--- src/rtl/alu_div_32_bits_pkg.sv ---
// Shared constants, state encoding and operand magnitude helper for the
// 32-bit restoring divider.
package alu_div_32_bits_pkg;

    localparam int          DW       = 32;
    localparam logic [5:0]  CNT_LAST = 6'd31;
    localparam logic [31:0] DZ_Q     = 32'hFFFF_FFFF;

    typedef enum logic [1:0] {
        IDLE = 2'd0,
        PREP = 2'd1,
        DIV  = 2'd2,
        FIX  = 2'd3
    } state_t;

    // Two's-complement magnitude when the operand is signed and negative.
    function automatic logic [DW-1:0] mag(input logic [DW-1:0] v, input logic s);
        return (s && v[DW-1]) ? -v : v;
    endfunction

endpackage

--- src/rtl/ALU_sub_32_bits.sv ---
// 32-bit subtractor: s = a - b, UN_N = borrow (a < b unsigned).
module ALU_sub_32_bits (
    input  logic [31:0] a,
    input  logic [31:0] b,
    output logic [31:0] s,
    output logic        UN_N
);

    assign {UN_N, s} = {1'b0, a} - {1'b0, b};

endmodule

--- src/rtl/alu_div_32_bits.sv ---
// Multi-cycle DIV/DIVU: one restoring trial subtraction per cycle, quotient
// to LO (q), remainder to HI (r), sign fix-up in the final state.
module alu_div_32_bits
    import alu_div_32_bits_pkg::*;
(
    input  logic          clk,
    input  logic          rst_n,
    input  logic          start,
    input  logic          sgn,
    input  logic [DW-1:0] a,
    input  logic [DW-1:0] b,
    output logic          busy,
    output logic          done,
    output logic [DW-1:0] q,
    output logic [DW-1:0] r,
    output logic          dz
);

    state_t        state;
    logic [DW-1:0] a_r, b_r, b_mag, rem, dvd;
    logic          sgn_r, q_neg, r_neg;
    logic [5:0]    cnt;

    logic [DW-1:0] rem_sh, trial, q_fix, r_fix;
    logic          borrow, take;

    // Shift {rem, dvd} left; rem's old MSB is the 33rd bit of the trial value.
    assign rem_sh = {rem[DW-2:0], dvd[DW-1]};
    assign take   = rem[DW-1] | ~borrow;
    assign q_fix  = q_neg ? -dvd : dvd;
    assign r_fix  = r_neg ? -rem : rem;

    ALU_sub_32_bits u_sub (
        .a    (rem_sh),
        .b    (b_mag),
        .s    (trial),
        .UN_N (borrow)
    );

    always_ff @(posedge clk or negedge rst_n) begin
        if (!rst_n) begin
            state <= IDLE;
            a_r   <= '0;
            b_r   <= '0;
            b_mag <= '0;
            rem   <= '0;
            dvd   <= '0;
            sgn_r <= 1'b0;
            q_neg <= 1'b0;
            r_neg <= 1'b0;
            cnt   <= '0;
            busy  <= 1'b0;
            done  <= 1'b0;
            q     <= '0;
            r     <= '0;
            dz    <= 1'b0;
        end else begin
            done <= 1'b0;
            case (state)
                IDLE: begin
                    if (start) begin
                        a_r   <= a;
                        b_r   <= b;
                        sgn_r <= sgn;
                        busy  <= 1'b1;
                        state <= PREP;
                    end
                end
                PREP: begin
                    q_neg <= sgn_r & (a_r[DW-1] ^ b_r[DW-1]);
                    r_neg <= sgn_r & a_r[DW-1];
                    b_mag <= mag(b_r, sgn_r);
                    if (b_r == '0) begin
                        state <= FIX;
                    end else begin
                        rem   <= '0;
                        dvd   <= mag(a_r, sgn_r);
                        cnt   <= '0;
                        state <= DIV;
                    end
                end
                DIV: begin
                    rem <= take ? trial : rem_sh;
                    dvd <= {dvd[DW-2:0], take};
                    if (cnt == CNT_LAST) state <= FIX;
                    else                 cnt   <= cnt + 6'd1;
                end
                FIX: begin
                    if (b_r == '0) begin
                        q  <= DZ_Q;
                        r  <= a_r;
                        dz <= 1'b1;
                    end else begin
                        q  <= q_fix;
                        r  <= r_fix;
                        dz <= 1'b0;
                    end
                    done  <= 1'b1;
                    busy  <= 1'b0;
                    state <= IDLE;
                end
                default: state <= IDLE;
            endcase
        end
    end

endmodule

--- config.mk ---
export PLATFORM = sky130hd
export DESIGN_NAME = alu_div_32_bits
export DESIGN_NICKNAME = d
export VERILOG_FILES = /design/src/rtl/alu_div_32_bits_pkg.sv /design/src/rtl/ALU_sub_32_bits.sv /design/src/rtl/alu_div_32_bits.sv
export SDC_FILE = /design/constraint.sdc
export NUM_CORES = 1
export LEC_CHECK = 0
export CORE_ASPECT_RATIO = 1.2
export CORE_MARGIN = 4
export CORE_UTILIZATION = 25
export CTS_BUF_LIST = sky130_fd_sc_hd__clkbuf_4
export DETAILED_ROUTE_END_ITERATION = 6
export PLACE_DENSITY_LB_ADDON = 0.2
export SLEW_MARGIN = 30
export SYNTH_ARGS = -nofsm -noshare
export SYNTH_HDL_FRONTEND = slang
export SYNTH_SLANG_ARGS = --single-unit
--- constraint.sdc ---
create_clock -name clk -period 4.16 [get_ports clk]
set_input_delay 0.832 -clock clk [delete_from_list [all_inputs] [get_ports clk]]
set_output_delay 0.832 -clock clk [all_outputs]
set_load 0.05 [all_outputs]
==> parameters.txt <==
Parameter                              Value

CTS
  Postcts setup bufs    0
  Clock tree from TritonCTS    yes
  Clk buf depth    3
  H-tree levels    3
  CTS Root Cell    sky130_fd_sc_hd__clkbuf_4
  Inserted Clock Buffers    74
  Clock transition at the registers of the reported paths    ~70 ps
  Source-to-sink clock delay at the later pin of the worst-skew pair    770 ps
  Post-CTS sizing    0
  Post-cts hold buffer count    0
  Clock sink count    238

Power and ir drop
  Clock Power Share    16.5%
  IR Drop Worst-Case VDD    0.000362 V
  Net switching component of the power    6530 uW
  Register share of total power    31.6%
  Leakage dissipation    0.00717 uW
  Design internal power    7530 uW
  Relative contribution of combinational cells to total power    51.9%
  PwrDens    between 800 and 900 nW/um2
  Net switching fraction of the power    46.4%

Timing
  Final period util    88.4%
  Final Worst Setup Slack    482 ps
  Tightest Pin Transition    863 ps
  Setup TNS Final    0 ps
  Setup-failing EPs final    0
  Worst-case headroom to the max-slew limit    42.5%
  RSZ-0062 raised after global routing    false
  Hold violation count in the final report    0
  Minimum clock period after layout    ~3700 ps
  Highest achievable clock rate    272 MHz
  Max Clock Skew    51.0 ps
  Number of pins with negative max-slew slack in the final report    0

Critical path
  Critical path launch point type    flip-flop
  Kind of end point of the critical path    flip-flop
  Largest incremental delay on the critical path    490 ps
  WP data arrival    4300 ps
  Cell with the biggest individual delay on the critical path    sky130_fd_sc_hd__dfrtp_1
  Start-to-end type of the worst setup path    flip-flop to flip-flop
  WP buf/inv    1
  Max Fanout on Critical Path    16
  Cell family with the largest share of critical-path delay    compound AO/OA/AOI/OAI gates
  Worst path cell trace    ha_1 > a21o_1 > or3_1 > o21ai_0 > o21ai_1 > a31oi_1 > o21ai_1 > a2111oi_4 > nor2_2 > buf_12 > mux2i_1 > a22o_1
  CP dominant cell by count    sky130_fd_sc_hd__o21ai_1
  Req. time, crit path    4780 ps

Yosys
  Synth cell count leaders    sky130_fd_sc_hd__dfrtp_1 (238), sky130_fd_sc_hd__o21ai_0 (149), sky130_fd_sc_hd__nand2_1 (137)
  Share of Yosys cell area claimed by the top area cell type    42.8%
  Sequential-to-total area share from yosys stat    42.8%
  Number of nets in the synthesized netlist    1606
  Synth Instances    1496
  Post-Synthesis Cell Area    13900 um2
  Leading register cell type out of synthesis    sky130_fd_sc_hd__dfrtp_1
  Cell type with the largest total area after synthesis    sky130_fd_sc_hd__dfrtp_1
  Count of distinct cell types in the synthesized netlist    64
  Number of enable flip-flop cells after synthesis    0
  Most common cell in the synthesized netlist    sky130_fd_sc_hd__dfrtp_1
  Avg Cell Area, Syn    slightly above 9 um2
  Leading post-synthesis cells by cell area    sky130_fd_sc_hd__dfrtp_1 (43%), sky130_fd_sc_hd__mux2_2 (7.1%), sky130_fd_sc_hd__o21ai_0 (5.4%), sky130_fd_sc_hd__xor2_1 (4.7%), sky130_fd_sc_hd__xnor2_1 (4.4%)
  Total number of yosys warnings    0
  Total of flip-flops plus latches after synthesis    between 200 and 250
  Fraction of registers with async set or reset after synthesis    100%

Floorplan
  I/O pin cnt    ~140
  Core region area    54900 um2
  Chip width    223 um
  DIE AREA    59500 um2
  Num rows    94
  Vertical die dimension    266 um
  Starting Density    25.3%

Cells and area
  Layout overhead on the synthesized area    22.9%
  Share of final-layout standard cells stronger than drive strength 1    around 15%
  Number of filler cells placed in the layout    5833
  Number of nets in the final layout    1762

Place
  Post-DP HPWL    approximately 30 mm
  Final weighted congestion of routability-driven global placement    0.812
  Post-placement worst setup slack    317 ps
  Count of input and output buffers    about 130

Drt
  Antenna-violating nets left    0
  Total wirelength of the detailed-routed design    41.2 mm
  Final routed wire length divided by cell count    17.0 um
  Violation count after the first detailed-routing iteration    around 600
  Drt pass-1 iters    5
  Post-DR vias/cell    4.70
  Vias    11400
  Final routed DRC violation total    0

Global route
  Number of antenna violations at the first check in global routing    1
  GRT Overall Usage    ~14%
  Global-route wire length before repair    65.3 mm
  GR Overflow Total    0
  Maximum number of pins on one net before global-route repair    around 100
  Via count of the first global-routing pass    11600

Run status
  Status    finished clean

Run
  Number of max-cap violations    0

Worst hold path
  Hold crit path type    flip-flop to flip-flop
==> layout by cell type, fill, tap and decap left out, types with 20 or more instances in the layout <==
| cell | count |
|---|---|
| sky130_fd_sc_hd__nand2_1 | 136 |
| sky130_fd_sc_hd__o22a_1 | 20 |
| sky130_fd_sc_hd__mux2i_1 | 21 |
| sky130_fd_sc_hd__o21ai_0 | 149 |
| sky130_fd_sc_hd__nor3_1 | 24 |
| sky130_fd_sc_hd__a31oi_1 | 22 |
| sky130_fd_sc_hd__a21oi_1 | 116 |
| sky130_fd_sc_hd__xnor2_1 | 70 |
| sky130_fd_sc_hd__nor2_1 | 128 |
| sky130_fd_sc_hd__clkdlybuf4s50_1 | 133 |
| sky130_fd_sc_hd__mux2_2 | 88 |
| sky130_fd_sc_hd__dfrtp_1 | 238 |
| sky130_fd_sc_hd__clkbuf_4 | 108 |
| sky130_fd_sc_hd__ha_1 | 38 |
| sky130_fd_sc_hd__inv_1 | 64 |
| sky130_fd_sc_hd__o31ai_1 | 29 |
| sky130_fd_sc_hd__xor2_1 | 74 |
==> worst register-to-register path, delay by kind of cell (launching register included) <==
family,cells,cell delay (ps)
fa+ha+maj,1,390
simple gates,2,460
compound gates,7,1910
mux,1,130
flops,1,490
buf+inv,1,200
==> logic make-up (layout without fill, tap and decap cells) <==
kind of cell / after synthesis / in the layout / share of synthesized area, %
and+or+nand+nor: 387 / 387 / 12.6
buffers and inverters: 143 / 349 / 3.93
AOI/OAI and AO/OA: 433 / 433 / 19.2
xor gates and xnor gates: 144 / 144 / 9.06
muxes: 109 / 109 / 8.63
DFF: 238 / 238 / 42.8
other: 0 / 1 / 0
adders and majority gates: 42 / 42 / 3.83
==> area by class of cell <==
| class | count | area, um2 | area share (%) |
|---|---|---|---|
| antenna | 1 | 2.50 | 0.0146 |
| multi-input combinational | 1115 | 7480 | 43.7 |
| tap | 720 | 901 | 5.27 |
| sequential | 238 | 5960 | 34.8 |
| clock buffer | 108 | 811 | 4.74 |
| timing repair buffer | 158 | 1620 | 9.46 |
| clock inverter | 18 | 100 | 0.585 |
| inverter | 65 | 244 | 1.43 |
==> per-layer routing <==
layer / vias up / global-route usage (%) / share of wire [%]
li1: 5673 / - / -
met1: 5400 / 17.4 / 45
met2: 242 / 22.7 / 48
met3: 63 / 3.23 / 5.1
met4: 0 / 5.05 / 2.3
met5: - / 0 / 0
==> worst paths after layout <==
kind | end | cells after the start | slack (ps) | startpoint
hold / removal | q[10] | 1 | 490 | q[10]
setup / recovery | rem[1] | 12 | 480 | rem[4]
setup reg to reg | rem[1] | 12 | 480 | rem[4]
max in group asynchronous | r[6] | 4 | 2580 | rst_n
min in group asynchronous | b_r[28] | 2 | 520 | rst_n
hold reg to reg | q[10] | 1 | 490 | q[10]
==> power by group through the flow <==
stage	clock, uW	sequential [uW]	combinational [uW]
floorplan	0	5020	4510
global placement	0	4450	7270
detailed placement	0	4490	7370
CTS	2460	4450	7410
global route	2580	4610	8110
finish	2320	4440	7300
==> through the flow <==
| step | instances | power (uW) | hold WS (ps) | utilization, % | cell area, um2 |
|---|---|---|---|---|---|
| after global placement | 2293 | 11700 | 487 | 29.3 | 16100 |
| after detailed placement | 2294 | 11900 | 489 | 29.4 | 16100 |
| after global routing | 2423 | 15300 | 486 | 31.2 | 17100 |
| after floorplan | 1496 | 9540 | 466 | - | 13900 |
| after CTS | 2420 | 14300 | 67.8 | 31.0 | 17100 |
| final | 2423 | 14100 | 494 | 31.2 | 17100 |
==> state kept, by name (all words and copies together) (netlist names), 2 cells and up <==
| name | count |
|---|---|
| dvd | 32 |
| q | 32 |
| rem | 32 |
| state | 2 |
| r | 32 |
| cnt | 6 |
| b_mag | 32 |
| a_r | 32 |
| b_r | 32 |
No activity file was read; power rests on OpenSTA's default activity.
